===== src/rtl/burst_arb_ctrl_pkg.sv =====
// -----------------------------------------------------------------------------
// burst_arb_ctrl_pkg
// Shared definitions for the burst arbiter slice:
//   - default sizing (requester count, burst-length width, watchdog limit)
//   - FSM state encoding
//   - one-hot to index conversion used to derive the owner index from a grant
// No ports; imported by the interface, the winner search and the top.
// -----------------------------------------------------------------------------
package burst_arb_ctrl_pkg;

  localparam int DEF_NREQ  = 4;
  localparam int DEF_LEN_W = 4;
  localparam int DEF_TMO   = 15;

  // owner is a fixed 2-bit port, so at most four requesters can be indexed
  localparam int OWN_W    = 2;
  localparam int MAX_NREQ = 4;

  typedef enum logic [1:0] {
    ST_IDLE = 2'd0,
    ST_BUSY = 2'd1,
    ST_GAP  = 2'd2
  } state_t;

  // OR-combine the indices of all set bits; for a one-hot input this is the
  // index of the single set bit, and for all-zero it returns 0.
  function automatic logic [OWN_W-1:0] onehot_to_idx(input logic [MAX_NREQ-1:0] oh);
    logic [OWN_W-1:0] idx;
    idx = {OWN_W{1'b0}};
    for (int i = 0; i < MAX_NREQ; i++) begin
      if (oh[i]) begin
        idx = idx | OWN_W'(i);
      end else begin
        idx = idx;
      end
    end
    return idx;
  endfunction

endpackage


===== src/rtl/burst_arb_ctrl_if.sv =====
// -----------------------------------------------------------------------------
// burst_arb_ctrl_if
// Request/grant bundle between the requesters (plus shared-resource beat
// feedback) and the burst arbiter.
//   prior : 1 = fixed priority, 0 = round robin (sampled at arbitration)
//   req   : per-requester level request
//   len   : per-requester burst length minus one, slice i = len[i*LEN_W +: LEN_W]
//   beat  : the shared resource accepted one beat this cycle
//   grant : registered one-hot grant or all-zero
//   owner : index of the current or most recent grantee
//   busy  : any grant bit set
//   last  : busy and no beats remain after the current one
//   abort : one-cycle pulse when the watchdog kills a burst
// Modports: master = requester side, slave = arbiter side.
// -----------------------------------------------------------------------------
interface burst_arb_ctrl_if
  import burst_arb_ctrl_pkg::*;
#(
  parameter int NREQ  = DEF_NREQ,
  parameter int LEN_W = DEF_LEN_W
);

  logic                    prior;
  logic [NREQ-1:0]         req;
  logic [NREQ*LEN_W-1:0]   len;
  logic                    beat;
  logic [NREQ-1:0]         grant;
  logic [OWN_W-1:0]        owner;
  logic                    busy;
  logic                    last;
  logic                    abort;

  modport master (
    output prior, req, len, beat,
    input  grant, owner, busy, last, abort
  );

  modport slave (
    input  prior, req, len, beat,
    output grant, owner, busy, last, abort
  );

endinterface


===== src/rtl/burst_arb_ctrl_rr_pick.sv =====
// -----------------------------------------------------------------------------
// rr_pick
// Combinational winner search for the burst arbiter.
//   req   : in,  NREQ   - asserted requests
//   ptr   : in,  OWN_W  - index of the last completed/aborted grantee
//   prior : in,  1      - 1 = lowest index wins, 0 = search upward from ptr+1
//   win   : out, NREQ   - one-hot winner, all-zero when nothing requests
//   valid : out, 1      - a winner was found
// -----------------------------------------------------------------------------
module rr_pick
  import burst_arb_ctrl_pkg::*;
#(
  parameter int NREQ = DEF_NREQ
) (
  input  logic [NREQ-1:0]  req,
  input  logic [OWN_W-1:0] ptr,
  input  logic             prior,
  output logic [NREQ-1:0]  win,
  output logic             valid
);

  localparam int IDX_W = (NREQ > 1) ? $clog2(NREQ) : 1;

  logic             found;
  logic [IDX_W-1:0] idx;

  // Scan candidates in priority order and keep only the first hit, which
  // guarantees win is one-hot by construction.
  always_comb begin
    win   = {NREQ{1'b0}};
    found = 1'b0;
    idx   = {IDX_W{1'b0}};
    if (prior) begin
      for (int i = 0; i < NREQ; i++) begin
        if (!found && req[i]) begin
          win[i] = 1'b1;
          found  = 1'b1;
        end else begin
          found = found;
        end
      end
    end else begin
      // k runs 1..NREQ so the previous grantee is considered last
      for (int k = 1; k <= NREQ; k++) begin
        idx = IDX_W'((int'(ptr) + k) % NREQ);
        if (!found && req[idx]) begin
          win[idx] = 1'b1;
          found    = 1'b1;
        end else begin
          found = found;
        end
      end
    end
    valid = found;
  end

endmodule


===== src/rtl/burst_arb_ctrl.sv =====
// -----------------------------------------------------------------------------
// burst_arb_ctrl
// Burst-oriented arbiter for a shared resource. One requester at a time owns
// the resource for len+1 accepted beats; the burst also ends early when the
// owner drops its request or when no beat arrives for TMO cycles (watchdog
// abort). Every release is followed by a one-cycle turnaround gap.
// Ports:
//   clk : in  - clock, rising edge
//   rst : in  - asynchronous active-high reset
//   bus : slave modport of burst_arb_ctrl_if (prior/req/len/beat in,
//         grant/owner/busy/last/abort out)
// -----------------------------------------------------------------------------
module burst_arb_ctrl
  import burst_arb_ctrl_pkg::*;
#(
  parameter int NREQ  = DEF_NREQ,
  parameter int LEN_W = DEF_LEN_W,
  parameter int TMO   = DEF_TMO
) (
  input  logic             clk,
  input  logic             rst,
  burst_arb_ctrl_if.slave  bus
);

  localparam int WD_W = (TMO > 0) ? $clog2(TMO + 1) : 1;

  state_t            state;
  state_t            state_nxt;
  logic [NREQ-1:0]   grant_vec;
  logic [NREQ-1:0]   grant_nxt;
  logic [OWN_W-1:0]  owner_idx;
  logic [OWN_W-1:0]  owner_nxt;
  logic [OWN_W-1:0]  ptr;
  logic [OWN_W-1:0]  ptr_nxt;
  logic [LEN_W-1:0]  cnt;
  logic [LEN_W-1:0]  cnt_nxt;
  logic [WD_W-1:0]   wdog;
  logic [WD_W-1:0]   wdog_nxt;
  logic              abort_pulse;
  logic              abort_nxt;

  logic [NREQ-1:0]     pick_win;
  logic                pick_valid;
  logic [MAX_NREQ-1:0] pick_ext;
  logic [OWN_W-1:0]    pick_idx;
  logic [LEN_W-1:0]    pick_len;
  logic                owner_req;
  logic [WD_W:0]       wdog_inc;

  rr_pick #(
    .NREQ (NREQ)
  ) u_rr_pick (
    .req   (bus.req),
    .ptr   (ptr),
    .prior (bus.prior),
    .win   (pick_win),
    .valid (pick_valid)
  );

  // Winner index and its burst length, selected with constant slices only.
  always_comb begin
    pick_ext           = {MAX_NREQ{1'b0}};
    pick_ext[NREQ-1:0] = pick_win;
    pick_idx           = onehot_to_idx(pick_ext);
    pick_len           = {LEN_W{1'b0}};
    for (int i = 0; i < NREQ; i++) begin
      if (pick_win[i]) begin
        pick_len = pick_len | bus.len[i*LEN_W +: LEN_W];
      end else begin
        pick_len = pick_len;
      end
    end
  end

  // The owner's own request line, and the watchdog value it would reach.
  always_comb begin
    owner_req = |(bus.req & grant_vec);
    wdog_inc  = {1'b0, wdog} + {{WD_W{1'b0}}, 1'b1};
  end

  // State register and all datapath registers.
  always_ff @(posedge clk or posedge rst) begin
    if (rst) begin
      state       <= ST_IDLE;
      grant_vec   <= {NREQ{1'b0}};
      owner_idx   <= {OWN_W{1'b0}};
      ptr         <= OWN_W'(NREQ - 1);
      cnt         <= {LEN_W{1'b0}};
      wdog        <= {WD_W{1'b0}};
      abort_pulse <= 1'b0;
    end else begin
      state       <= state_nxt;
      grant_vec   <= grant_nxt;
      owner_idx   <= owner_nxt;
      ptr         <= ptr_nxt;
      cnt         <= cnt_nxt;
      wdog        <= wdog_nxt;
      abort_pulse <= abort_nxt;
    end
  end

  // Next-state and next-register logic; every branch starts from "hold".
  always_comb begin
    state_nxt = state;
    grant_nxt = grant_vec;
    owner_nxt = owner_idx;
    ptr_nxt   = ptr;
    cnt_nxt   = cnt;
    wdog_nxt  = wdog;
    abort_nxt = 1'b0;

    case (state)
      ST_IDLE: begin
        // prior is consumed only here, through rr_pick
        if (pick_valid) begin
          grant_nxt = pick_win;
          owner_nxt = pick_idx;
          cnt_nxt   = pick_len;
          wdog_nxt  = {WD_W{1'b0}};
          state_nxt = ST_BUSY;
        end else begin
          state_nxt = ST_IDLE;
        end
      end

      ST_BUSY: begin
        if (bus.beat) begin
          // an accepted beat always counts, even if the owner lets go now
          wdog_nxt = {WD_W{1'b0}};
          if ((cnt == {LEN_W{1'b0}}) || !owner_req) begin
            grant_nxt = {NREQ{1'b0}};
            ptr_nxt   = owner_idx;
            cnt_nxt   = {LEN_W{1'b0}};
            state_nxt = ST_GAP;
          end else begin
            cnt_nxt = cnt - {{(LEN_W-1){1'b0}}, 1'b1};
          end
        end else if (wdog_inc == (WD_W+1)'(TMO)) begin
          // watchdog wins over a simultaneous request drop
          abort_nxt = 1'b1;
          wdog_nxt  = WD_W'(TMO);
          grant_nxt = {NREQ{1'b0}};
          ptr_nxt   = owner_idx;
          cnt_nxt   = {LEN_W{1'b0}};
          state_nxt = ST_GAP;
        end else if (!owner_req) begin
          grant_nxt = {NREQ{1'b0}};
          ptr_nxt   = owner_idx;
          cnt_nxt   = {LEN_W{1'b0}};
          state_nxt = ST_GAP;
        end else begin
          wdog_nxt = wdog_inc[WD_W-1:0];
        end
      end

      ST_GAP: begin
        // one turnaround cycle with nothing granted
        grant_nxt = {NREQ{1'b0}};
        state_nxt = ST_IDLE;
      end

      default: begin
        grant_nxt = {NREQ{1'b0}};
        state_nxt = ST_IDLE;
      end
    endcase
  end

  assign bus.grant = grant_vec;
  assign bus.owner = owner_idx;
  assign bus.busy  = |grant_vec;
  assign bus.last  = (|grant_vec) && (cnt == {LEN_W{1'b0}});
  assign bus.abort = abort_pulse;

endmodule


===== src/flat_wrapper.sv =====
// flat-port wrapper written by rule: the top's interface ports become plain ports
module burst_arb_ctrl_flat import burst_arb_ctrl_pkg::*;
#(
  parameter int NREQ  = DEF_NREQ,
  parameter int LEN_W = DEF_LEN_W,
  parameter int TMO   = DEF_TMO
)
  (clk, rst, bus_prior, bus_req, bus_len, bus_beat, bus_grant, bus_owner, bus_busy, bus_last, bus_abort);
  burst_arb_ctrl_if #(.NREQ(NREQ), .LEN_W(LEN_W)) bus_i ();
  input  logic clk;
  input  logic rst;
  input wire logic [$bits(bus_i.prior)-1:0] bus_prior;
  input wire logic [$bits(bus_i.req)-1:0] bus_req;
  input wire logic [$bits(bus_i.len)-1:0] bus_len;
  input wire logic [$bits(bus_i.beat)-1:0] bus_beat;
  output wire logic [$bits(bus_i.grant)-1:0] bus_grant;
  output wire logic [$bits(bus_i.owner)-1:0] bus_owner;
  output wire logic [$bits(bus_i.busy)-1:0] bus_busy;
  output wire logic [$bits(bus_i.last)-1:0] bus_last;
  output wire logic [$bits(bus_i.abort)-1:0] bus_abort;
  assign bus_i.prior = bus_prior;
  assign bus_i.req = bus_req;
  assign bus_i.len = bus_len;
  assign bus_i.beat = bus_beat;
  assign bus_grant = bus_i.grant;
  assign bus_owner = bus_i.owner;
  assign bus_busy = bus_i.busy;
  assign bus_last = bus_i.last;
  assign bus_abort = bus_i.abort;
  burst_arb_ctrl #(.NREQ(NREQ), .LEN_W(LEN_W), .TMO(TMO)) u_core (.clk(clk), .rst(rst), .bus(bus_i));
endmodule

===== config.mk =====
export PLATFORM = sky130hd
export DESIGN_NAME = burst_arb_ctrl_flat
export DESIGN_NICKNAME = d
export VERILOG_FILES = /design/src/rtl/burst_arb_ctrl_pkg.sv /design/src/rtl/burst_arb_ctrl_if.sv /design/src/rtl/burst_arb_ctrl_rr_pick.sv /design/src/rtl/burst_arb_ctrl.sv /design/src/flat_wrapper.sv
export SDC_FILE = /design/constraint.sdc
export NUM_CORES = 1
export LEC_CHECK = 0
export ABC_CLOCK_PERIOD_IN_PS = 2800
export CORE_ASPECT_RATIO = 0.5
export CORE_UTILIZATION = 30
export CTS_BUF_LIST = sky130_fd_sc_hd__clkbuf_4
export DETAILED_ROUTE_END_ITERATION = 16
export GPL_ROUTABILITY_DRIVEN = 0
export RECOVER_POWER = 25
export SLEW_MARGIN = 0
export SYNTH_ARGS = -nofsm -noshare
export SYNTH_HDL_FRONTEND = slang
export SYNTH_SLANG_ARGS = --single-unit

===== constraint.sdc =====
create_clock -name clk -period 2.8 [get_ports clk]
set_input_delay 0.56 -clock clk [delete_from_list [all_inputs] [get_ports clk]]
set_output_delay 0.56 -clock clk [all_outputs]
set_load 0.03 [all_outputs]

### Word level (Yosys, flattened, before mapping)

Cells that the tools add are included.

* $add $sub $neg: 6
* magnitude comparators: 8
* equality and inequality tests: 8
* mux-type cells: 77
* bitwise operators: 7
* reduce and logical (&&, ||, !) cells: 30

Operator list (number)
* $mux 4: 24
* $mux 1: 31
* $or 4x4->4: 6
* $pmux 4 s2: 3
* $mux 2: 10
* $lt 2x3->1 const B: 4
* $reduce_and 3->1: 4
* $logic_and 1x1->1: 11
* $bmux 1 s2: 4
* $demux 1 s2: 4
* $ge 2x1->1 const B: 4
* $reduce_or 4->1: 2
* $logic_not 1->1: 7
* $add 4x1->5 const B: 1
* $eq 5x4->1 const B: 1
* $add 2x1->2 const B: 2
* $add 2x2->2 const B: 2
* $and 4x4->4: 1
* $logic_not 4->1: 1
* $ne 2x1->1 const B: 2
* $ne 4x2->1 const B: 1
* $ne 4x4->1 const B: 1
* $pmux 2 s2: 1
* $reduce_and 2->1: 2
* other kinds (7): 7

* flip-flop bits (word level): 19
* input port bits: 24
* word-level logic and storage cells: 143

### Logic depth before layout (Yosys ltp)

* depth in word-level cells: 26
* depth in mapped cells: 9
* gate-level depth less buffers: 8

### Modules after synthesis

From an unflattened synthesis, not the netlist that was laid out.

* cells, all modules: 169
* area, all modules: 1627.8 sq um

Modules (own cells, without submodules)
* burst_arb_ctrl: times used 1, cells an instance 123, area each 1222.4 sq um, sequential area each 478.0 sq um
* rr_pick: times used 1, cells an instance 46, area each 405.4 sq um, sequential area each 0.0 sq um

### Least setup slack after synthesis

OpenSTA, ideal clock, no wires.

* path type: reg2reg
* from: register u_core.ptr[0]
* to: register u_core.cnt[0]
* library setup time: 147 ps
* data arrival time: 2479 ps
* data required time: 2653 ps
* slack: 174 ps
* cell stages (with the launch flop): 10
* buffers on the path: 1
* path through: dfstp_2 -> buf_2 -> inv_1 -> ha_1 -> mux4_2 -> a21oi_1 -> a221o_1 -> nand3_2 -> a2111oi_0 -> o221ai_1

* cells in the longest elaborated chain, start to end: 26

RTL lines
* from (decl): RTL line burst_arb_ctrl.sv:33 `logic [OWN_W-1:0] ptr;`
* from (signal assigned): RTL line burst_arb_ctrl.sv:87 `ptr <= OWN_W'(NREQ - 1);`
* from (signal assigned): RTL line burst_arb_ctrl.sv:95 `ptr <= ptr_nxt;`
* parallel branches: the longest is 26 deep, another holds $lt 2x3->1
* to (signal assigned): RTL line burst_arb_ctrl.sv:88 `cnt <= {LEN_W{1'b0}};`
* to (signal assigned): RTL line burst_arb_ctrl.sv:96 `cnt <= cnt_nxt;`
* to (decl): RTL line burst_arb_ctrl.sv:35 `logic [LEN_W-1:0] cnt;`

Parallel ways; which one is timed is not known. The select of a mux whose other input is x is not followed.
A chain may end at the register's enable or synchronous reset.

### Worst setup path in the final report

* from: register u_core.ptr[0]
* to: register u_core.owner_idx[0] (netlist: u_core.bus.owner[0])

* cells in the longest elaborated chain, start to end: 20

RTL lines
* parallel branches: the longest is 20 deep, another holds $lt 2x3->1
* to (signal assigned): RTL line burst_arb_ctrl.sv:86 `owner_idx <= {OWN_W{1'b0}};`
* to (signal assigned): RTL line burst_arb_ctrl.sv:94 `owner_idx <= owner_nxt;`
* to (decl): RTL line burst_arb_ctrl.sv:31 `logic [OWN_W-1:0] owner_idx;`

Parallel ways; which one is timed is not known. The select of a mux whose other input is x is not followed.

==> reports/metrics.cfg <==
[power]
power.leakage_nw=0.960
powerDensity_nw_per_um2=917
ir_drop_v=0.000292

[clock_tree]
clkTransAtPathRegs_ns=0.12
cts.sinks=19
cts_root_buf=clkbuf_4
cts_buffers=3
cts_tree=done
clk_latency_ns=0.31
post-cts-setup-buffers=0
h-tree-depth=1
clockBufferDepth=2

[layout]
drive_gt1_frac=0.208
final_cell_mix=31 x clkdlybuf4s50_1, 28 x buf_4, 22 x nand2_1
num_antenna_cells=0
final_common_cell=clkdlybuf4s50_1
fin_area_sq_um=2260
area_growth_pct=40.6
nNetsFinal=281

[floorplanning]
std_cell_rows=18
coreArea_sq_um=5040
die_area_sq_um=5670
initial_core_util=0.318
die_h_microns=53.7
die_w_microns=105
io_pins=33

[worst_hold_path]
worstHoldPathType=reg -> reg
min_to=u_core.ptr[1]
min_path_cells=1
min_from=u_core.bus.owner[1]

[grt]
antenna_found_initial=0
grt_max_degree=20
grt_pass1_wl_microns=7560
grt_pass1_vias=1574
grt_usage=0.170
overflow=0

[yosys]
synth_cells=187
seq_area_frac_synth=0.298
synth.distinct_cells=55
netlist_area_sq_um=1610
synthDominantCellAreaShare=0.265
synth_nets=222
syn_area_per_cell_sq_um=8.58
synth_area_leader_cell=dfrtp_1
synth-seq-cells=19
netlist_top_cells_area=dfrtp_1 27%, ha_1 8.6%, a31oi_1 5.5%
synth_edf_count=0
yosysWarnings=0
async_reset_ff_frac=1.00
synth_top_flop_cell=dfrtp_1

[critical_path]
crit_required_ns=3.05
critPathArrivalTime_ns=2.96
critPathMaxFanout=7
worstRegToRegCells=8
crit_type=reg -> reg
setup.worst_path.end_class=flip-flop
reg2reg_setup_slack_ns=0.09
cp-start-kind=flip-flop
timing.rr.end=u_core.bus.owner[0]
reg2reg_from=u_core.ptr[0]

[place]
dpl.hpwl_microns=3680
placed_area_sq_um=2200
io_buffer_count=32

[sta]
fmax_ghz=0.369
slew-limit-headroom=0.517
slew_viol_final=0
hold_viol_final=0
period_share=0.968
rsz0062_at_grt=yes
fin_crit_ns=2.71
finalSetupViolCount=0
whs_ns=0.564
fin_skew_ns=0.00931
worstMarginPinSlew_ns=0.724
setup-tns-final_ns=0

[route]
drt_iter0_drc=127
wl_per_cell_microns=14.8
final_antenna_net_count=0
via_per_inst=5.40
wirelength_microns=4660
drt_pass1_iterations=4
vias=1702
drc=0

[job]
maxCapViolations=0

[outcome]
outcome=finished clean

[flip-flops by register name, indices dropped and copies added, names as in the netlist]
signal,cells
u_core.bus.abort,1
u_core.bus.grant,4
u_core.cnt,4
u_core.wdog,4
u_core.state,2
u_core.ptr,2
u_core.bus.owner,2
[stage by stage]
| stage | total power [mW] | util | instances | setup WS [ns] |
|---|---|---|---|---|
| after floorplan | 1.33 | - | 187 | 0.174 |
| after global placement | 1.85 | 0.436 | 311 | -0.234 |
| after detailed placement | 1.86 | 0.436 | 311 | -0.374 |
| after CTS | 2.02 | 0.441 | 315 | 0.0117 |
| after global routing | 2.23 | 0.447 | 315 | -0.0297 |
| final | 2.07 | 0.447 | 315 | 0.0897 |
[logic make-up after synthesis]
group / count (synthesis) / share of synthesized area
AOI/OAI and AO/OA: 62 / 0.281
muxes: 5 / 0.0491
adders and majority gates: 11 / 0.0857
DFF: 19 / 0.298
and+or+nand+nor: 69 / 0.232
buffers and inverters: 20 / 0.0491
xor gates and xnor gates: 1 / 0.00546
[cells in the mapped netlist (4+ instances only)]
master	instances
ha_1	11
a31oi_1	14
dfrtp_1	17
inv_1	14
nand2b_1	7
nand2_1	22
nor2_1	8
o21ai_0	9
nand3_1	6
a21oi_1	4
[timing repair]
action | in CTS | in global routing
setup endpoints to repair | 1 | 3
cloned | 0 | 0
hold buffers | 0 | 0
resized for setup | 1 | 9
[power by group]
| group | internal [mW] | leakage (nW) | switching (mW) |
|---|---|---|---|
| Sequential | 0.387 | 0.240 | 0.108 |
| Combinational | 0.668 | 0.702 | 0.759 |
| Clock | 0.0534 | 0.0177 | 0.0947 |
[worst max-delay path by stage]
stage	from	endpoint
after detailed placement	bus_req[3]	u_core.cnt[0]
final	u_core.ptr[0]	u_core.bus.owner[0]
after global placement	bus_req[0]	u_core.cnt[0]
after floorplan	u_core.ptr[0]	u_core.cnt[0]
after global routing	bus_req[2]	u_core.cnt[3]
after CTS	u_core.ptr[0]	u_core.cnt[0]
[area by class of cell]
type                            count  area (sq um)
Tap cell                           70          87.6
Sequential cell                    19           478
Clock inverter                      1          5.00
Timing Repair Buffer               60           531
Fill cell                         490          2790
Inverter                           14          52.6
Clock buffer                        3          22.5
Multi-Input combinational cell    148          1080
[critical path, stage by stage, from the launching register on]
cell and delay, ns:
dfstp_2 0.61, buf_4 0.17, mux4_2 0.57, or4b_1 0.52
a221o_1 0.34, nand3_2 0.14, buf_4 0.13, nor2_1 0.03
a21oi_1 0.13
[metal layers]
metal | vias up | wire length, microns | GRT usage
met4 | 0 | 38 | 0.0352
met1 | 822 | 2260 | 0.231
met5 | - | 0 | 0
met3 | 4 | 198 | 0.00726
met2 | 48 | 2170 | 0.310
li1 | 828 | - | -
Note: power is estimated with default switching activity, not from simulation.
